## config.mk

```make
export PLATFORM = sky130hd
export DESIGN_NAME = dma_write
export DESIGN_NICKNAME = d
export VERILOG_FILES = /design/src/rtl/dma_write.sv
export SDC_FILE = /design/constraint.sdc
export NUM_CORES = 1
export LEC_CHECK = 0
export ABC_AREA = 0
export CORE_UTILIZATION = 43
export CTS_BUF_LIST = sky130_fd_sc_hd__clkbuf_16
export CTS_CLUSTER_DIAMETER = 100
export DETAILED_ROUTE_END_ITERATION = 12
export GPL_TIMING_DRIVEN = 0
export PLACE_DENSITY_LB_ADDON = 0.1
export RECOVER_POWER = 100
export SLEW_MARGIN = 40
export SYNTH_ARGS = -nofsm -noshare
export SYNTH_HDL_FRONTEND = slang
export SYNTH_SLANG_ARGS = --single-unit
```

## constraint.sdc

```tcl
create_clock -name ACLK -period 4.5 [get_ports ACLK]
set_clock_uncertainty 0.15 [all_clocks]
set_input_delay 1.125 -clock ACLK [delete_from_list [all_inputs] [get_ports ACLK]]
set_output_delay 1.125 -clock ACLK [all_outputs]
set_load 0.01 [all_outputs]
```

## src/rtl/dma_write.sv

```systemverilog
// rtl/dma_write.sv - AXI4 master write DMA: stream words to memory in 4 KB-safe INCR bursts
module dma_write #(
    parameter int C_M_AXI_ID_WIDTH     = 1,
    parameter int C_M_AXI_ADDR_WIDTH   = 32,
    parameter int C_M_AXI_DATA_WIDTH   = 32,
    parameter int C_M_AXI_AWUSER_WIDTH = 1,
    parameter int BITS_TRANS           = 18
) (
    input  logic                              ACLK,
    input  logic                              ARESETN,
    input  logic                              i_start,
    input  logic [C_M_AXI_ADDR_WIDTH-1:0]     i_base_addr,
    input  logic [31:0]                       i_byte_len,
    output logic                              o_busy,
    output logic                              o_done,
    output logic                              o_error,
    input  logic [C_M_AXI_DATA_WIDTH-1:0]     i_data,
    input  logic                              i_valid,
    output logic                              o_ready,
    output logic [C_M_AXI_ID_WIDTH-1:0]       M_AXI_AWID,
    output logic [C_M_AXI_ADDR_WIDTH-1:0]     M_AXI_AWADDR,
    output logic [7:0]                        M_AXI_AWLEN,
    output logic [2:0]                        M_AXI_AWSIZE,
    output logic [1:0]                        M_AXI_AWBURST,
    output logic                              M_AXI_AWLOCK,
    output logic [3:0]                        M_AXI_AWCACHE,
    output logic [2:0]                        M_AXI_AWPROT,
    output logic [3:0]                        M_AXI_AWQOS,
    output logic [C_M_AXI_AWUSER_WIDTH-1:0]   M_AXI_AWUSER,
    output logic                              M_AXI_AWVALID,
    input  logic                              M_AXI_AWREADY,
    output logic [C_M_AXI_DATA_WIDTH-1:0]     M_AXI_WDATA,
    output logic [C_M_AXI_DATA_WIDTH/8-1:0]   M_AXI_WSTRB,
    output logic                              M_AXI_WLAST,
    output logic                              M_AXI_WVALID,
    input  logic                              M_AXI_WREADY,
    input  logic [C_M_AXI_ID_WIDTH-1:0]       M_AXI_BID,
    input  logic [1:0]                        M_AXI_BRESP,
    input  logic                              M_AXI_BVALID,
    output logic                              M_AXI_BREADY
);

    localparam int AW = C_M_AXI_ADDR_WIDTH;

    typedef enum logic [2:0] {
        S_IDLE,
        S_CALC,
        S_ADDR,
        S_DATA,
        S_RESP
    } state_t;

    state_t                state_q, state_d;
    logic [AW-1:0]         addr_q, addr_d;
    logic [BITS_TRANS-1:0] remaining_q, remaining_d;
    logic [8:0]            beats_q, beats_d;
    logic [7:0]            awlen_q, awlen_d;
    logic [7:0]            beat_cnt_q, beat_cnt_d;
    logic                  busy_q, busy_d;
    logic                  done_q, done_d;
    logic                  error_q, error_d;

    logic [BITS_TRANS-1:0] start_words;
    logic [12:0]           page_bytes;
    logic [10:0]           page_words;
    logic [8:0]            beats_calc;
    logic [8:0]            beats_calc_m1;
    logic [BITS_TRANS-1:0] remaining_after;
    logic                  w_beat;

    assign start_words = i_byte_len[BITS_TRANS+1:2];
    assign w_beat      = (state_q == S_DATA) && i_valid && M_AXI_WREADY;

    // Burst sizing: limited by 256 beats, the words left, and the room before the next 4 KB page.
    always_comb begin
        page_bytes = 13'h1000 - {1'b0, addr_q[11:0]};
        page_words = page_bytes[12:2];
        beats_calc = 9'd256;
        if ({{(32-BITS_TRANS){1'b0}}, remaining_q} < 32'd256) begin
            beats_calc = remaining_q[8:0];
        end
        if (page_words < {2'b00, beats_calc}) begin
            beats_calc = page_words[8:0];
        end
        beats_calc_m1   = beats_calc - 9'd1;
        remaining_after = remaining_q - {{(BITS_TRANS-9){1'b0}}, beats_q};
    end

    // Transfer FSM: next state and next values of all registered control fields.
    always_comb begin
        state_d     = state_q;
        addr_d      = addr_q;
        remaining_d = remaining_q;
        beats_d     = beats_q;
        awlen_d     = awlen_q;
        beat_cnt_d  = beat_cnt_q;
        busy_d      = busy_q;
        done_d      = 1'b0;
        error_d     = error_q;
        case (state_q)
            S_IDLE: begin
                if (i_start) begin
                    addr_d      = {i_base_addr[AW-1:2], 2'b00};
                    remaining_d = start_words;
                    error_d     = 1'b0;
                    if (start_words == '0) begin
                        done_d = 1'b1;
                    end else begin
                        busy_d  = 1'b1;
                        state_d = S_CALC;
                    end
                end
            end
            S_CALC: begin
                beats_d    = beats_calc;
                awlen_d    = beats_calc_m1[7:0];
                beat_cnt_d = 8'd0;
                state_d    = S_ADDR;
            end
            S_ADDR: begin
                if (M_AXI_AWREADY) begin
                    state_d = S_DATA;
                end
            end
            S_DATA: begin
                if (w_beat) begin
                    beat_cnt_d = beat_cnt_q + 8'd1;
                    if (beat_cnt_q == awlen_q) begin
                        state_d = S_RESP;
                    end
                end
            end
            S_RESP: begin
                if (M_AXI_BVALID) begin
                    if (M_AXI_BRESP != 2'b00) begin
                        error_d = 1'b1;
                    end
                    addr_d      = addr_q + {{(AW-11){1'b0}}, beats_q, 2'b00};
                    remaining_d = remaining_after;
                    if (remaining_after == '0) begin
                        state_d = S_IDLE;
                        busy_d  = 1'b0;
                        done_d  = 1'b1;
                    end else begin
                        state_d = S_CALC;
                    end
                end
            end
            default: begin
                state_d = S_IDLE;
            end
        endcase
    end

    // State and control registers; reset abandons any burst in flight.
    always_ff @(posedge ACLK or negedge ARESETN) begin
        if (!ARESETN) begin
            state_q     <= S_IDLE;
            addr_q      <= '0;
            remaining_q <= '0;
            beats_q     <= '0;
            awlen_q     <= '0;
            beat_cnt_q  <= '0;
            busy_q      <= 1'b0;
            done_q      <= 1'b0;
            error_q     <= 1'b0;
        end else begin
            state_q     <= state_d;
            addr_q      <= addr_d;
            remaining_q <= remaining_d;
            beats_q     <= beats_d;
            awlen_q     <= awlen_d;
            beat_cnt_q  <= beat_cnt_d;
            busy_q      <= busy_d;
            done_q      <= done_d;
            error_q     <= error_d;
        end
    end

    assign o_busy  = busy_q;
    assign o_done  = done_q;
    assign o_error = error_q;

    // The stream is only drained while a burst's data phase is open, so W never precedes its AW.
    assign o_ready       = (state_q == S_DATA) && M_AXI_WREADY;

    assign M_AXI_AWID    = '0;
    assign M_AXI_AWADDR  = addr_q;
    assign M_AXI_AWLEN   = awlen_q;
    assign M_AXI_AWSIZE  = 3'b010;
    assign M_AXI_AWBURST = 2'b01;
    assign M_AXI_AWLOCK  = 1'b0;
    assign M_AXI_AWCACHE = 4'b0000;
    assign M_AXI_AWPROT  = 3'b000;
    assign M_AXI_AWQOS   = 4'hF;
    assign M_AXI_AWUSER  = '0;
    assign M_AXI_AWVALID = (state_q == S_ADDR);

    assign M_AXI_WDATA   = (state_q == S_DATA) ? i_data : '0;
    assign M_AXI_WSTRB   = '1;
    assign M_AXI_WLAST   = (state_q == S_DATA) && (beat_cnt_q == awlen_q);
    assign M_AXI_WVALID  = (state_q == S_DATA) && i_valid;

    assign M_AXI_BREADY  = (state_q == S_RESP);

    logic unused_ok;
    assign unused_ok = &{1'b0, M_AXI_BID, i_byte_len[31:BITS_TRANS+2], i_byte_len[1:0],
                         i_base_addr[1:0], page_bytes[1:0]};

endmodule

```

==> impl_metrics.yaml <==
layout:
  mostFrequentLayoutCells: "130 x clkdlybuf4s50_1, 76 x dfrtp_1, 74 x nand2_1"
  final_common_cell: "clkdlybuf4s50_1"
  syn2layout_area_growth_pct: 38.9
  drive_gt1_frac: 0.0910
  fin_nets: 1133
  diodes: 0
  num-fill-cells: 1297
  multi_input_area_um2: 4180
  register_area_um2: 1980
timing:
  min_period_ps: 4470
  setup_violations: 0
  timing.fmax_mhz: 224
  tightest_slew_ps: 1870
  final.period_utilization: 0.993
  slew-limit-headroom: -0.246
  slew_violations: 32
  setup_tns_ps: 0
  final.setup.worst_slack_ps: 31.8
  hold_viol: 0
  grt_setup_unrepaired: "yes"
power:
  vdd_drop_max_v: 0.000307
  power_density_nw_per_um2: 667
  power.total_mw: 5.93
  leakage_nw: 3.63
floorplanning:
  die_h_um: 124
  die_x_um: 124
  pin_count: 209
  start_util: 0.441
  core.rowCount: 44
  fp.coreArea_um2: 14500
  dieArea_um2: 15400
cts:
  htree_num_levels: 3
  cts_sinks: 79
  clockRootBuffer: "clkbuf_16"
  clkTransAtPathRegs_ps: 60
  clkLatencyLatePin_ps: 350
  cts_tree: "yes"
  holdBufCountCts: 0
  cts_buffer_depth: 2
  cts_made_buffers: 9
logic_synthesis:
  yosysTopAreaCellShare: 0.309
  synth_edf_count: 0
  yosysSeqAreaShare: 0.309
  synth_area_leaders: "dfrtp_1 31%, ha_1 5.7%, nand2_1 4.3%, and2_1 4.0%, o21ai_0 3.8%"
  synthesis.instances: 788
  yosysUniqueCellTypes: 77
  synthArstFlopShare: 1.00
  synth_area_leader_cell: "dfrtp_1"
  ys_ff_latch: 79
  synth_warnings: 0
  synth_ff_type: "dfrtp_1"
  avgSynthCellArea_um2: 8.13
  synth_area_um2: 6400
job:
  max_cap_violations: 1
critical_path:
  crit_type: "register to register"
  cp-end-kind: "register"
  cp.arrival_ps: 4610
  timing.rr.end: "M_AXI_AWLEN[4]"
  required_ps: 4640
  cpMostUsedCell: "mux2i_1"
  ff2ff_path_depth: 20
  r2r-start: "remaining_q[9]"
  crit_path_max_fanout: 10
  rrSetupSlack_ps: 30
  crit_slowest_cell: "dfrtp_2"
  crit_path_start_kind: "register"
  critical_path.cell_chain: "or3_4, nor4_4, buf_6, buf_4, nand2_1, ha_1, nand3_2, or3_1, o211a_1, nand3_4, buf_8, nor2_1, a31oi_2, ha_2, mux2i_1, a32o_1, a31oi_4, mux2i_1, o211ai_1, o21a_1"
  critPathMaxStageDelay_ps: 440
hold_path:
  min_to: "o_error"
  min_path_type: "register to register"
  min_path_cells: 2
  hp-start: "o_error"
route:
  postRouteAntennaNets: 0
  remaining_drc_errors: 0
  via_count: 6767
  wl_per_cell_um: 18.5
  drt_iter0_drc: 620
  avgViaCountPerCell: 5.72
  dr.pass1.iters: 5
  finalWirelength_um: 21900
run_status:
  status: "finished, violations left"
  violations: "max-capacitance violations, max-slew violations"
global_route:
  gr-usage-all-layers: 0.291
  overflow: 0
  grt_max_degree: 50
  antenna_found_initial: 0
  grt_pass1_wl_um: 33800
  first_global_vias: 6370
placement:
  hpwl_um: 16500
  gp_congestion: 0.904
  preCtsSetupSlack_ps: -875
  port_buffers: 166
what timing repair did:
action	in CTS	in global routing
endpoints found under the setup margin	5	4
setup buffers	1	8
gates resized for setup	11	18
pin swaps	1	2
worst max-delay path: cells and delay by family (launching register included):
kind                       cells  cell delay (ps)
DFF                            1              440
buffers and inverters          3              480
and+or+nand+nor                7             1500
AOI/OAI and AO/OA              6             1040
adders and majority gates      2              600
muxes                          2              180
sequential cells by signal, indices dropped and copies added (netlist names):
signal / cells
M_AXI_AWADDR: 30
remaining_q: 18
beats_q: 9
M_AXI_AWLEN: 8
beat_cnt_q: 8
state_q: 3
o_busy: 1
o_done: 1
o_error: 1
worst max-delay path by stage:
stage,cells after the start,end,from
2_1_floorplan,20,M_AXI_AWLEN[4],remaining_q[11]
3_3_place_gp,1,o_done,ARESETN
3_5_place_dp,21,M_AXI_AWLEN[4],remaining_q[9]
4_1_cts,20,M_AXI_AWLEN[4],remaining_q[11]
5_1_grt,20,M_AXI_AWLEN[4],remaining_q[9]
6_report,20,M_AXI_AWLEN[4],remaining_q[9]
cells in the mapped netlist, types with 13 or more instances:
library cell / count
clkbuf_1: 30
nor4_1: 14
xor2_1: 18
nor3_1: 19
a21oi_1: 44
nand2_1: 74
or3_1: 16
a211oi_1: 13
inv_1: 26
nand3_1: 33
buf_4: 25
dfrtp_1: 79
a31oi_1: 15
nor2_1: 63
and2_1: 41
o21ai_0: 48
ha_1: 29
cells by family after synthesis:
group	synth area share
buffers and inverters	0.0715
adders and majority gates	0.0629
other	0.00117
DFF	0.309
xor gates and xnor gates	0.0397
muxes	0.0227
AOI/OAI and AO/OA	0.237
and+or+nand+nor	0.256
power by group:
part           leakage (nW)  switching, mW  internal [mW]  total, mW
registers             0.938          0.431           1.01       1.44
logic                  2.54           2.00           1.70       3.70
clock network         0.151          0.311          0.482      0.793
through the flow:
| stage | area (µm²) | instances | hold slack (ps) | util |
|---|---|---|---|---|
| 2_1_floorplan | 6490 | 811 | 325 | - |
| 3_3_place_gp | 8380 | 1161 | 320 | 0.577 |
| 3_5_place_dp | 8410 | 1162 | 327 | 0.579 |
| 4_1_cts | 8780 | 1177 | 341 | 0.604 |
| 5_1_grt | 8900 | 1184 | 378 | 0.612 |
| 6_report | 8900 | 1184 | 328 | 0.612 |
routing by layer:
layer  share of wire  vias up  global-route usage
met5               0        -                   0
met4           0.027        0               0.102
li1                -     3268                   -
met3           0.062       42              0.0540
met1            0.44     3194               0.391
met2            0.47      263               0.465
area by class of cell:
| cell class | count | area share |
|---|---|---|
| Multi-Input combinational cell | 638 | 0.470 |
| Sequential cell | 79 | 0.223 |
| Timing Repair Buffer | 176 | 0.194 |
| Buffer | 66 | 0.0412 |
| Tap cell | 184 | 0.0259 |
| Clock buffer | 9 | 0.0253 |
| Inverter | 26 | 0.0114 |
| Clock inverter | 6 | 0.00970 |
Power figures use the tool's default switching activity.
